`src/rtl/store_queue_ctrl_pkg.sv`:
```
// Shared types for the store queue / D-cache port scheduler.
// Holds the scheduler state encoding, the queue entry layout and the default depth.
package mips_core_pkg;

  localparam int STORE_QUEUE_DEPTH = 4;

  localparam logic REQ_READ  = 1'b0;
  localparam logic REQ_WRITE = 1'b1;

  typedef enum logic [1:0] {
    IDLE  = 2'd0,
    LOAD  = 2'd1,
    STORE = 2'd2
  } sq_state_t;

  // Word-granular entry: byte offset is dropped on enqueue.
  typedef struct packed {
    logic [29:0] waddr;
    logic [31:0] data;
  } sq_entry_t;

endpackage

```
`src/rtl/store_queue_ctrl_if.sv`:
```
// D-cache request/response port. The controller is the master; the cache is the slave.
interface store_queue_ctrl_if;
  logic        o_req_valid;
  logic        o_req_action;
  logic [31:0] o_req_addr;
  logic [31:0] o_req_data;
  logic        i_resp_valid;

  modport master (output o_req_valid, o_req_action, o_req_addr, o_req_data,
                  input  i_resp_valid);
  modport slave  (input  o_req_valid, o_req_action, o_req_addr, o_req_data,
                  output i_resp_valid);
endinterface

```
`src/rtl/store_queue_ctrl_fwd_match.sv`:
```
// DEPTH-way word-address compare over the live queue window [head, head+count).
// Youngest (closest to tail) matching entry wins.
module store_queue_fwd_match
  import mips_core_pkg::*;
#(
  parameter int DEPTH = STORE_QUEUE_DEPTH,
  parameter int PW    = $clog2(DEPTH)
) (
  input  sq_entry_t [DEPTH-1:0] entries,
  input  logic [PW-1:0]         head,
  input  logic [PW:0]           count,
  input  logic [29:0]           waddr,
  output logic                  hit,
  output logic [PW-1:0]         hit_idx,
  output logic [31:0]           hit_data
);

  logic [DEPTH-1:0] match;

  // Per-entry compare, qualified by the entry lying inside the live window.
  for (genvar i = 0; i < DEPTH; i++) begin : g_cmp
    logic [PW-1:0] age;
    assign age      = PW'(i) - head;
    assign match[i] = ({1'b0, age} < count) && (entries[i].waddr == waddr);
  end

  // Walk oldest to youngest so the last hit seen is the youngest.
  always_comb begin
    hit     = 1'b0;
    hit_idx = '0;
    for (int k = 0; k < DEPTH; k++) begin
      if (match[head + PW'(k)]) begin
        hit     = 1'b1;
        hit_idx = head + PW'(k);
      end
    end
  end

  assign hit_data = entries[hit_idx].data;

endmodule

```
`src/rtl/store_queue_ctrl.sv`:
```
// Store queue + D-cache port scheduler.
// Optional feature macro: STORE_QUEUE_FORWARD_EN (store-to-load forwarding).
// Without it, a load hitting a queued store is held off until the store drains.
module store_queue_ctrl
  import mips_core_pkg::*;
#(
  parameter int DEPTH = STORE_QUEUE_DEPTH
) (
  input  logic                     clk,
  input  logic                     rst_n,
  input  logic                     i_write_valid,
  input  logic [31:0]              i_write_addr,
  input  logic [31:0]              i_write_data,
  output logic                     o_wrote,
  input  logic                     i_fwd_addr_valid,
  input  logic [31:0]              i_fwd_addr,
  output logic                     o_fwd_data_valid,
  output logic [31:0]              o_fwd_data,
  input  logic                     i_load_req_valid,
  input  logic [31:0]              i_load_addr,
  output logic                     o_load_grant,
  input  logic                     i_drain_all,
  store_queue_ctrl_if.master       dc,
  output logic                     o_empty,
  output logic                     o_full
);

  localparam int PW = $clog2(DEPTH);
  localparam logic [PW:0] FULL_CNT = (PW+1)'(DEPTH);

  sq_entry_t [DEPTH-1:0] mem;
  logic [PW-1:0]         head, tail;
  logic [PW:0]           count;
  sq_state_t             state;

  logic          full, empty, wr_en, retire, hazard;
  logic          sel_store, sel_load, do_store, do_load;
  logic          hit;
  logic [PW-1:0] hit_idx;
  logic [31:0]   hit_data;

  assign full  = (count == FULL_CNT);
  assign empty = (count == '0);

  // A slot freed by this cycle's retire is not visible to enqueue until next cycle.
  assign wr_en   = rst_n && i_write_valid && !full;
  assign o_wrote = wr_en;
  assign o_full  = rst_n && full;
  assign o_empty = !rst_n || empty;

`ifdef STORE_QUEUE_FORWARD_EN
  store_queue_fwd_match #(.DEPTH(DEPTH)) u_match (
    .entries (mem), .head(head), .count(count), .waddr(i_fwd_addr[31:2]),
    .hit(hit), .hit_idx(hit_idx), .hit_data(hit_data)
  );
  assign hazard           = 1'b0;
  assign o_fwd_data_valid = rst_n && i_fwd_addr_valid && hit;
  assign o_fwd_data       = o_fwd_data_valid ? hit_data : 32'h0;

  logic unused_ok;
  assign unused_ok = ^{i_write_addr[1:0], i_fwd_addr[1:0], hit_idx};
`else
  // Match against the pending load instead: a hit means the cache holds stale data.
  store_queue_fwd_match #(.DEPTH(DEPTH)) u_match (
    .entries (mem), .head(head), .count(count), .waddr(i_load_addr[31:2]),
    .hit(hit), .hit_idx(hit_idx), .hit_data(hit_data)
  );
  assign hazard           = i_load_req_valid && hit;
  assign o_fwd_data_valid = 1'b0;
  assign o_fwd_data       = 32'h0;

  logic unused_ok;
  assign unused_ok = ^{i_write_addr[1:0], i_fwd_addr, i_fwd_addr_valid, hit_idx, hit_data};
`endif

  // IDLE arbitration and per-state port ownership.
  always_comb begin
    sel_store = !empty && (full || i_drain_all || !i_load_req_valid || hazard);
    sel_load  = !sel_store && i_load_req_valid && !hazard;
    do_store  = 1'b0;
    do_load   = 1'b0;
    case (state)
      IDLE:    begin do_store = sel_store; do_load = sel_load; end
      LOAD:    do_load  = 1'b1;
      STORE:   do_store = 1'b1;
      default: ;
    endcase
    if (!rst_n) begin
      do_store = 1'b0;
      do_load  = 1'b0;
    end
  end

  assign retire          = do_store && dc.i_resp_valid;
  assign o_load_grant    = do_load;
  assign dc.o_req_valid  = do_store || do_load;
  assign dc.o_req_action = do_store ? REQ_WRITE : REQ_READ;
  assign dc.o_req_addr   = do_store ? {mem[head].waddr, 2'b00} :
                           do_load  ? i_load_addr : 32'h0;
  assign dc.o_req_data   = do_store ? mem[head].data : 32'h0;

  // Scheduler: a started transaction is held until the cache responds.
  always_ff @(posedge clk) begin
    if (!rst_n) begin
      state <= IDLE;
    end else begin
      case (state)
        IDLE: begin
          if (!dc.i_resp_valid) begin
            if (sel_store)     state <= STORE;
            else if (sel_load) state <= LOAD;
          end
        end
        LOAD:    if (dc.i_resp_valid) state <= IDLE;
        STORE:   if (dc.i_resp_valid) state <= IDLE;
        default: state <= IDLE;
      endcase
    end
  end

  // Queue pointers and occupancy.
  always_ff @(posedge clk) begin
    if (!rst_n) begin
      head  <= '0;
      tail  <= '0;
      count <= '0;
    end else begin
      if (wr_en)  tail <= tail + 1'b1;
      if (retire) head <= head + 1'b1;
      count <= count + (PW+1)'(wr_en) - (PW+1)'(retire);
    end
  end

  // Entry storage; contents are don't-care after reset.
  always_ff @(posedge clk) begin
    if (wr_en) mem[tail] <= '{waddr: i_write_addr[31:2], data: i_write_data};
  end

endmodule

```
`src/flat_wrapper.sv`:
```
// flat-port wrapper written by rule: the top's interface ports become plain ports
module store_queue_ctrl_flat import mips_core_pkg::*;
#(
  parameter int DEPTH = STORE_QUEUE_DEPTH
)
  (clk, rst_n, i_write_valid, i_write_addr, i_write_data, o_wrote, i_fwd_addr_valid, i_fwd_addr, o_fwd_data_valid, o_fwd_data, i_load_req_valid, i_load_addr, o_load_grant, i_drain_all, o_empty, o_full, dc_o_req_valid, dc_o_req_action, dc_o_req_addr, dc_o_req_data, dc_i_resp_valid);
  store_queue_ctrl_if dc_i ();
  input  logic clk;
  input  logic rst_n;
  input  logic i_write_valid;
  input  logic [31:0] i_write_addr;
  input  logic [31:0] i_write_data;
  output logic o_wrote;
  input  logic i_fwd_addr_valid;
  input  logic [31:0] i_fwd_addr;
  output logic o_fwd_data_valid;
  output logic [31:0] o_fwd_data;
  input  logic i_load_req_valid;
  input  logic [31:0] i_load_addr;
  output logic o_load_grant;
  input  logic i_drain_all;
  output logic o_empty;
  output logic o_full;
  output wire logic [$bits(dc_i.o_req_valid)-1:0] dc_o_req_valid;
  output wire logic [$bits(dc_i.o_req_action)-1:0] dc_o_req_action;
  output wire logic [$bits(dc_i.o_req_addr)-1:0] dc_o_req_addr;
  output wire logic [$bits(dc_i.o_req_data)-1:0] dc_o_req_data;
  input wire logic [$bits(dc_i.i_resp_valid)-1:0] dc_i_resp_valid;
  assign dc_o_req_valid = dc_i.o_req_valid;
  assign dc_o_req_action = dc_i.o_req_action;
  assign dc_o_req_addr = dc_i.o_req_addr;
  assign dc_o_req_data = dc_i.o_req_data;
  assign dc_i.i_resp_valid = dc_i_resp_valid;
  store_queue_ctrl #(.DEPTH(DEPTH)) u_core (.clk(clk), .rst_n(rst_n), .i_write_valid(i_write_valid), .i_write_addr(i_write_addr), .i_write_data(i_write_data), .o_wrote(o_wrote), .i_fwd_addr_valid(i_fwd_addr_valid), .i_fwd_addr(i_fwd_addr), .o_fwd_data_valid(o_fwd_data_valid), .o_fwd_data(o_fwd_data), .i_load_req_valid(i_load_req_valid), .i_load_addr(i_load_addr), .o_load_grant(o_load_grant), .i_drain_all(i_drain_all), .dc(dc_i), .o_empty(o_empty), .o_full(o_full));
endmodule
```
`config.mk`:
```
export PLATFORM = sky130hd
export DESIGN_NAME = store_queue_ctrl_flat
export DESIGN_NICKNAME = d
export VERILOG_FILES = /design/src/rtl/store_queue_ctrl_pkg.sv /design/src/rtl/store_queue_ctrl_if.sv /design/src/rtl/store_queue_ctrl_fwd_match.sv /design/src/rtl/store_queue_ctrl.sv /design/src/flat_wrapper.sv
export SDC_FILE = /design/constraint.sdc
export NUM_CORES = 1
export LEC_CHECK = 0
export BUFFER_PORTS_ARGS = -buffer_cell sky130_fd_sc_hd__buf_2
export CAP_MARGIN = 5
export CORE_MARGIN = 2
export CORE_UTILIZATION = 45
export DETAILED_ROUTE_END_ITERATION = 8
export GPL_ROUTABILITY_DRIVEN = 0
export PLACE_DENSITY = 0.66
export SYNTH_ARGS = -nofsm -noshare
export SYNTH_HDL_FRONTEND = slang
export SYNTH_SLANG_ARGS = --single-unit
```
`constraint.sdc`:
```
create_clock -name clk -period 3.3 [get_ports clk]
set_input_delay 0.33 -clock clk [delete_from_list [all_inputs] [get_ports clk]]
set_output_delay 0.33 -clock clk [all_outputs]
set_load 0.01 [all_outputs]
```
# --- Word-level counts from Yosys, hierarchy flattened ---
# Cells that the tools add are included.
# W data, S select, Z words.
totals:
  regBits: 257
  in_bits: 135
  output_inout_bits: 103
classes:
  reduce_logical: 28
  eq_ne: 10
  order_cmp: 10
  n_mux: 30
  n_addsub: 10
ops:
  columns: ["cell", "count"]
  rows:
  - ["$bwmux W248", 1]
  - ["$bmux W62 S2", 1]
  - ["$demux W62 S2", 1]
  - ["$mux W62", 2]
  - ["$eq A30 B30 Y1", 4]
  - ["$mux W32", 3]
  - ["$lt A2 B3 Y1 const B", 5]
  - ["$logic_and A1 B1 Y1", 13]
  - ["$lt A2 B3 Y1", 4]
  - ["$mux W1", 11]
  - ["$bmux W1 S2", 4]
  - ["$mux W2", 4]
  - ["$logic_not A1 Y1", 6]
  - ["$logic_or A1 B1 Y1", 5]
  - ["$add A2 B1 Y2 const B", 2]
  - ["$add A2 B2 Y2 const B", 2]
  - ["$pmux W1 S2", 2]
  - ["$pmux W2 S2", 1]
  - ["$sub A1 B2 Y2 const A", 2]
  - ["$sub A2 B2 Y2 const A", 2]
  - ["$add A3 B1 Y3", 1]
  - ["$eq A3 B3 Y1 const B", 1]
  - ["$logic_not A3 Y1", 1]
  - ["$ne A3 B1 Y1 const B", 1]
  - ["9 further kinds", 9]

# --- Longest topological paths before layout ---
# Gate-level depths: netlist (run 1).
depth:
  ltp_word: 19
  ltp_mapped: 19
  mapped_depth_nobuf: 16

# --- Modules after synthesis ---
# Synthesis (run 1) repeated with hierarchy kept, for this count alone.
unflattened:
  cells_unflattened: 820
  area_unflattened_um2: 13015.0
modules_own_cells:
  columns: ["mod", "cells_each", "area_per_inst_um2", "n_inst"]
  rows:
  - ["store_queue_ctrl", 517, 10425.0, 1]
  - ["store_queue_fwd_match", 303, 2590.0, 1]

# --- Worst setup path before layout (run 1) ---
# No wires, ideal clock.
synth_timing:
  path_type: "reg2reg"
  from: "register u_core.head[1]"
  to: "register u_core.count[2]"
  required_ns: 3.180
  setup_ns: 0.120
  path_buffers: 2
  path_stages_with_launch: 18
  t_arrival_ns: 3.005
  slack_ns: 0.175
  cell_sequence: "dfxtp_1 -> clkbuf_1 -> buf_6 -> xnor2_1 -> inv_1 -> ha_1 -> a2111oi_2 -> a31oi_1 -> nand4_1 -> o21ai_1 -> nor2_1 -> ha_1 -> inv_1 -> ha_1 -> inv_1 -> fa_1 -> xnor2_1 -> nor2_1"
synth_between:
  elab_chain_cells: 16
  elab_cells_between_ends: 34
synth_lines:
  columns: ["element", "line_no", "rtl"]
  rows:
  - ["start: declaration", "store_queue_ctrl.sv:32", "logic [PW-1:0] head, tail;"]
  - ["start signal: assignment", "store_queue_ctrl.sv:129", "if (retire) head <= head + 1'b1;"]
  - ["$sub A1 B2 Y2 or $sub A2 B2 Y2 (tied branches)", "store_queue_ctrl_fwd_match.sv:23", "assign age = PW'(i) - head;"]
  - ["$lt A2 B3 Y1", "store_queue_ctrl_fwd_match.sv:24", "assign match[i] = ({1'b0, age} < count) && (entries[i].waddr == waddr);"]
  - ["$logic_and A1 B1 Y1", "store_queue_ctrl_fwd_match.sv:24", null]
  - ["$bmux W1 S2", "store_queue_ctrl_fwd_match.sv:32", "if (match[head + PW'(k)]) begin"]
  - ["$mux W1 (not written as such)", "store_queue_ctrl_fwd_match.sv:32", null]
  - ["$mux W1 (3 in a row)", "store_queue_ctrl_fwd_match.sv:32", null]
  - ["$mux W1 *", "store_queue_ctrl_fwd_match.sv:32", null]
  - ["$logic_and A1 B1 Y1 *", "store_queue_ctrl.sv:68", "assign hazard = i_load_req_valid && hit;"]
  - ["$logic_or A1 B1 Y1 *", "store_queue_ctrl.sv:78", "sel_store = !empty && (full || i_drain_all || !i_load_req_valid || hazard);"]
  - ["$logic_and A1 B1 Y1 *", "store_queue_ctrl.sv:78", null]
  - ["$pmux W1 S2 *", "store_queue_ctrl.sv:82", "case (state)"]
  - ["$mux W1 *", "store_queue_ctrl.sv:88", "if (!rst_n) begin"]
  - ["$logic_and A1 B1 Y1 *", "store_queue_ctrl.sv:94", "assign retire = do_store && dc.i_resp_valid;"]
  - ["named net u_core.retire", "store_queue_ctrl.sv:36", "logic full, empty, wr_en, retire, hazard;"]
  - ["$sub A3 B1 Y3 *", "store_queue_ctrl.sv:130", "count <= count + (PW+1)'(wr_en) - (PW+1)'(retire);"]
  - ["end signal: assignment", "store_queue_ctrl.sv:130", null]
  - ["end: declaration", "store_queue_ctrl.sv:33", "logic [PW:0] count;"]
# Mark *: on every way through the listed nets, which the timed path passes. The rest lies on a longest branch. The select of a mux whose other input is x is not followed.
# A chain may end at the register's enable or synchronous reset.

# --- Worst setup path in the final report (run 1) ---
layout_timing:
  from: "register u_core.mem[40] (netlist name)"
  to: "output dc_o_req_addr[9]"
layout_between:
  elab_chain_cells: 18
  elab_cells_between_ends: 27
layout_lines:
  columns: ["element", "line_no", "rtl"]
  rows:
  - ["start: declaration", "store_queue_ctrl.sv:31", "sq_entry_t [DEPTH-1:0] mem;"]
  - ["start signal: indexed assignment", "store_queue_ctrl.sv:136", "if (wr_en) mem[tail] <= '{waddr: i_write_addr[31:2], data: i_write_data};"]
  - ["$eq A30 B30 Y1 *", "store_queue_ctrl_fwd_match.sv:24", null]
  - ["$logic_and A1 B1 Y1 *", "store_queue_ctrl_fwd_match.sv:24", null]
  - ["$bmux W1 S2", "store_queue_ctrl_fwd_match.sv:32", null]
  - ["$mux W1 (not written as such)", "store_queue_ctrl_fwd_match.sv:32", null]
  - ["$mux W1 (3 in a row)", "store_queue_ctrl_fwd_match.sv:32", null]
  - ["$mux W1 *", "store_queue_ctrl_fwd_match.sv:32", null]
  - ["$logic_and A1 B1 Y1 *", "store_queue_ctrl.sv:68", null]
  - ["$logic_or A1 B1 Y1", "store_queue_ctrl.sv:78", null]
  - ["$logic_and A1 B1 Y1", "store_queue_ctrl.sv:78", null]
  - ["$logic_not A1 Y1", "store_queue_ctrl.sv:79", "sel_load = !sel_store && i_load_req_valid && !hazard;"]
  - ["$logic_and A1 B1 Y1 (2 in a row)", "store_queue_ctrl.sv:79", null]
  - ["$pmux W1 S2", "store_queue_ctrl.sv:82", null]
  - ["$mux W1", "store_queue_ctrl.sv:88", null]
  - ["$mux W32", "store_queue_ctrl.sv:99", "do_load ? i_load_addr : 32'h0;"]
  - ["$mux W32 *", "store_queue_ctrl.sv:98", "assign dc.o_req_addr = do_store ? {mem[head].waddr, 2'b00} :"]
  - ["end: declaration", "flat_wrapper.sv:26", "output wire logic [$bits(dc_i.o_req_addr)-1:0] dc_o_req_addr;"]
# Every way passes the cells marked *; elsewhere a longest branch is shown, timed or not. The select of a mux whose other input is x is not followed.

==> out/metrics.cfg, run 1 <==
[outcome]
status = finished with violations
violations = design-rule violations

[setup_path]
path_max_fanout = 16
ff2ff_path_depth = 14
crit_arrival_ns = 2.97
end_kind = output port
crit_end = dc_o_req_addr[9]
crit_type = reg2out
timing.rr.start = u_core.mem[40]
reg2reg_slack_ns = 0.33
cp.required_ns = 2.97
worstSetupStartpointType = flip-flop
r2r-end = u_core.count[2]
critPathLaunch = u_core.mem[40]

[clock_network]
clockBufferDepth = 3
clock-sinks = 257
clk_pin_slew_ns = 0.06
clk-insertion-delay-late_ns = 0.54
cts_tree = done
clockRootBuffer = clkbuf_16
cts_buffers = 28
htreeDepth = 1

[yosys]
synth_ff_type = edfxtp_1
synth.cell_area_sq_um = 11990
ys_ff_latch = 257
async_flop_share_pct = 0
synth_edf_count = 248
synthDistinctLibCells = 42
syn_inst = 731
yosys_warnings = 0
seq_area_frac_synth_pct = 63.63
synth_area_per_cell_sq_um = 16.40

[floorplanning]
start_util_pct = 45.87
dieArea_sq_um = 27960
die_y_microns = 167.2
coreArea_sq_um = 26130
die_width_microns = 167.2
io_pins = 238
placementRows = 59

[routing]
route.vias.total = 6940
wire_per_inst_microns = 21.42
drcViolationCount = 34
postRouteWirelength_microns = 28130
ant_nets = 0
vias_per_cell = 5.286
first_pass_iters = 7
drtIter0Drc = 455

[timing]
relSlewSlack_pct = 59.37
max_freq_mhz = 303.5
setup_viol = 0
fin_crit_ns = 3.295
maxSlewViolCount = 0
clock_skew_ns = 0.01436
min_period_over_period_pct = 99.85
fin_hold_ws_ns = 0.02188
hold_viol = 0
worst_pin_slew_ns = 0.6095
rsz0062_at_grt = true

[grt]
grt_max_degree = 63
grt_pass1_wl_microns = 41850
first_global_vias = 7036
grt-ovfl-total = 0
antenna_found_initial = 3
grt_util_all_layers_pct = 19.88

[layout]
layout_common_cells = edfxtp_1 (248), buf_2 (163), xnor2_1 (104)
area_growth_pct = 23.72
drive_gt1_share_pct = 33.91
final_common_cell = edfxtp_1
nets = 1105

[power_and_ir_drop]
power_w = 0.01016
cellLeakagePower_nw = 5.241
ir_drop_uv = 563.5
power.density_nw_per_um2 = 685.0

[placement]
portBuffers = 169
dp_hpwl_microns = 18460

[hold_path]
hold_path_class = in2reg

[job]
cap_violations = 0

-- worst max-delay path: stages, from the launching register on --
cell and delay [ns]:
edfxtp_1 0.41, xnor2_1 0.24, nand4_1 0.20, nor4_4 0.35, a31oi_1 0.16, nand4_1 0.20
o21ai_2 0.10, buf_6 0.14, inv_8 0.10, buf_12 0.16, a22o_1 0.21, buf_2 0.16
-- synthesized netlist by cell type (all sizes together), types with 12 or more instances --
library cell    n  area, sq um
edfxtp        248         7447
xnor2         111        972.2
buf            78        498.0
mux4           62         1396
and2           40        250.2
a22o           30        264.0
nand4          27        168.9
inv            17        63.81
ha             13        162.7
xor2           13        113.9
nand2          12        45.04
-- flip-flops by register name, summed over array words and instances, names as in the netlist --
| name | flops |
|---|---|
| u_core.count | 3 |
| u_core.tail | 2 |
| u_core.state | 2 |
| u_core.head | 2 |
| u_core.mem | 248 |
-- worst min-delay path by stage --
stage / start / endpoint / cells past startpoint
finish: i_write_addr[2] / u_core.mem[218] / 1
CTS: i_write_addr[2] / u_core.mem[218] / 1
global placement: u_core.tail[1] / u_core.tail[1] / 2
global route: i_write_data[5] / u_core.mem[5] / 1
floorplan: i_write_data[0] / u_core.mem[0] / 0
detailed placement: u_core.tail[1] / u_core.tail[1] / 2
-- kinds of logic (layout without fill, tap and decap cells) --
kind of cell / count (synthesis) / in the layout / share of synthesized area (%)
mux: 64 / 64 / 11.82
flops: 257 / 257 / 63.63
buf+inv: 106 / 318 / 5.031
xor+xnor: 124 / 124 / 9.060
other cells: 1 / 35 / 0.03128
simple gates: 111 / 111 / 5.250
compound gates: 54 / 55 / 3.663
fa+ha+maj: 14 / 14 / 1.524
-- routing by layer --
metal / routed length [microns] / global-route usage [%] / vias to the layer above
li1: - / - / 3168
met1: 11860 / 27.40 / 3490
met2: 13740 / 32.80 / 244
met3: 2051 / 4.325 / 36
met4: 467 / 4.348 / 2
met5: 16 / 0 / -
-- through the flow --
step                setup WS, ns   TNS, ns  instances  cell area, sq um  util [%]
floorplan                 0.1747         0        763             12110         -
global placement         0.04136         0       1198             13080     50.07
detailed placement      -0.01918  -0.01918       1198             13080     50.07
CTS                      0.01070         0       1306             14640     56.01
global route            -0.07470    -1.314       1311             14830     56.74
finish                  0.004829         0       1313             14830     56.76
-- power by group --
group	internal (W)	switching (W)	total, W
logic	0.00161	0.00165	0.00326
registers	0.00380	0.000106	0.00391
clock network	0.00176	0.00123	0.00299
total	0.00718	0.00298	0.0102
-- area by class of cell --
cell class / instances / area (sq um)
fill: 2082 / 11300
sequential: 257 / 7635
multi-input combinational: 401 / 4026
timing repair buffer: 251 / 1785
clock buffer: 34 / 744.5
tap: 335 / 419.2
clock inverter: 16 / 145.1
inverter: 17 / 71.32
antenna: 2 / 5.005
-- repair_timing --
action	in CTS	in global routing
gates resized for setup	15	26
setup endpoints to repair	65	62
endpoints found under the hold margin	201	0
cloned	1	2
hold buffers	53	0
pin swaps	5	4
buffers inserted	4	3
Power figures use the tool's default switching activity.
==> run 2: changes to the inputs <==
--- a/config.mk
+++ b/config.mk
@@ -12,6 +12,7 @@
 export DETAILED_ROUTE_END_ITERATION = 8
 export GPL_ROUTABILITY_DRIVEN = 0
 export PLACE_DENSITY = 0.66
+export RECOVER_POWER = 25
 export SYNTH_ARGS = -nofsm -noshare
 export SYNTH_HDL_FRONTEND = slang
 export SYNTH_SLANG_ARGS = --single-unit
==> constraint.sdc (replaced) <==
create_clock -name clk -period 2.84 [get_ports clk]
set_input_delay 0.284 -clock clk [delete_from_list [all_inputs] [get_ports clk]]
set_output_delay 0.284 -clock clk [all_outputs]
set_load 0.01 [all_outputs]
==> out/metrics.cfg, run 2 (synthesized netlist as in run 1, its figures left out) <==
[grt]
first_global_vias = 7467
grt_max_degree = 63
grt_util_all_layers_pct = 20.77
antenna_found_initial = 4
grt-ovfl-total = 0
grt_pass1_wl_microns = 43990

[routing]
postRouteWirelength_microns = 29520
ant_nets = 0
route.vias.total = 7206
drtIter0Drc = 475
first_pass_iters = 7
vias_per_cell = 5.322
wire_per_inst_microns = 21.80
drcViolationCount = 30

[clock_network]
htreeDepth = 1
clockRootBuffer = clkbuf_16
cts_tree = done
clk_pin_slew_ns = 0.06
clock-sinks = 257
clockBufferDepth = 3
cts_buffers = 28
clk-insertion-delay-late_ns = 0.54

[floorplanning]
placementRows = 59
die_width_microns = 167.2
io_pins = 238
die_y_microns = 167.2
start_util_pct = 45.87
dieArea_sq_um = 27960
coreArea_sq_um = 26130

[setup_path]
end_kind = output port
crit_family = buffers and inverters
path_buf_inv = 5
reg2reg_slack_ns = -0.22
crit_cells = 12
worstPathCellList = xnor2_2 > inv_1 > ha_4 > a2111oi_4 > a31oi_4 > nand4_1 > o21ai_2 > buf_6 > clkinv_8 > clkbuf_16 > a22o_1 > buf_2
path_max_fanout = 6
cp.required_ns = 2.56
ff2ff_path_depth = 16
crit_arrival_ns = 2.93
crit_type = reg2out
crit_slowest_cell = dfxtp_4
worstSetupStartpointType = flip-flop
critPathMaxStageDelay_ns = 0.37

[timing]
relSlewSlack_pct = 61.65
worst_pin_slew_ns = 0.5752
rsz0062_at_grt = true
clock_skew_ns = 0.01102
fin_ws_ns = -0.3789
setup_viol = 69
setup_tns_ns = -20.87
hold_viol = 0
maxSlewViolCount = 0
min_period_over_period_pct = 113.3
max_freq_mhz = 310.7
fin_crit_ns = 3.219
fin_hold_ws_ns = 0.03882

[hold_path]
hold_depth = 3
hold_path_class = in2reg

[power_and_ir_drop]
ir_drop_uv = 602.3
power.density_nw_per_um2 = 820.0
cellLeakagePower_nw = 5.435

[placement]
dp_hpwl_microns = 18470
dp_slack_ns = -0.09193
placed_cell_area_sq_um = 13300
portBuffers = 169

[layout]
nets = 1144
regMostFlops = u_core.mem
fin_util_pct = 59.45
drive_gt1_share_pct = 35.99
largest_reg_flops = 248
largestRegisters = u_core.mem x248, u_core.count x3
final_cell_area_sq_um = 15540
layout_common_cells = edfxtp_1 (248), xnor2_1 (107), buf_2 (96)
area_growth_pct = 29.60
final_common_cell = edfxtp_1

[outcome]
status = finished with violations
violations = design-rule violations, negative setup slack

[job]
cap_violations = 0

-- run 2: area by class of cell --
type	count	area, sq um
Clock buffer	29	725.7
Tap cell	335	419.2
Clock inverter	23	198.9
Antenna cell	2	5.005
Fill cell	2007	10600
Multi-Input combinational cell	400	4100
Inverter	17	80.08
Sequential cell	257	7635
Timing Repair inverter	1	16.27
Timing Repair Buffer	290	2356
-- run 2: through the flow --
| stage | cells | power [W] |
|---|---|---|
| after global placement | 1225 | 0.008113 |
| after CTS | 1346 | 0.01237 |
| after detailed placement | 1225 | 0.008132 |
| after global routing | 1352 | 0.01332 |
| after floorplan | 763 | 0.006918 |
| final | 1354 | 0.01274 |
-- run 2: power by group --
group          switching, W  total (W)  leakage [nW]  internal, W
clock               0.00147    0.00360         0.457      0.00213
combinational       0.00217    0.00461          2.65      0.00244
sequential         0.000115    0.00453          2.33      0.00442
-- run 2: final timing paths --
check	start	to
min	i_write_valid	u_core.tail[1]
max	u_core.head[1]	dc_o_req_addr[6]
min reg2reg	u_core.tail[1]	u_core.tail[1]
max reg2reg	u_core.head[1]	u_core.count[1]
-- run 2: repair_timing --
action | CTS | global route
endpoints found under the hold margin | 248 | 0
hold buffers | 62 | 0
gates resized for setup | 57 | 56
setup buffers | 3 | 5
endpoints found under the setup margin | 69 | 69
cloned | 4 | 4
pin swaps | 8 | 15
-- run 2: per-layer routing --
metal / GRT usage (%) / wire length (microns) / part of all wire [%] / up-vias
met4: 4.991 / 472 / 1.6 / 4
met2: 34.04 / 14070 / 48 / 262
li1: - / - / - / 3251
met3: 4.916 / 2290 / 7.8 / 39
met1: 28.33 / 12660 / 43 / 3650
met5: 0 / 27 / 0.091 / -
-- run 2: worst min-delay path, cell delays in order --
cell     delay (ns)
buf_2          0.11
nand3_1        0.07
a21oi_1        0.06
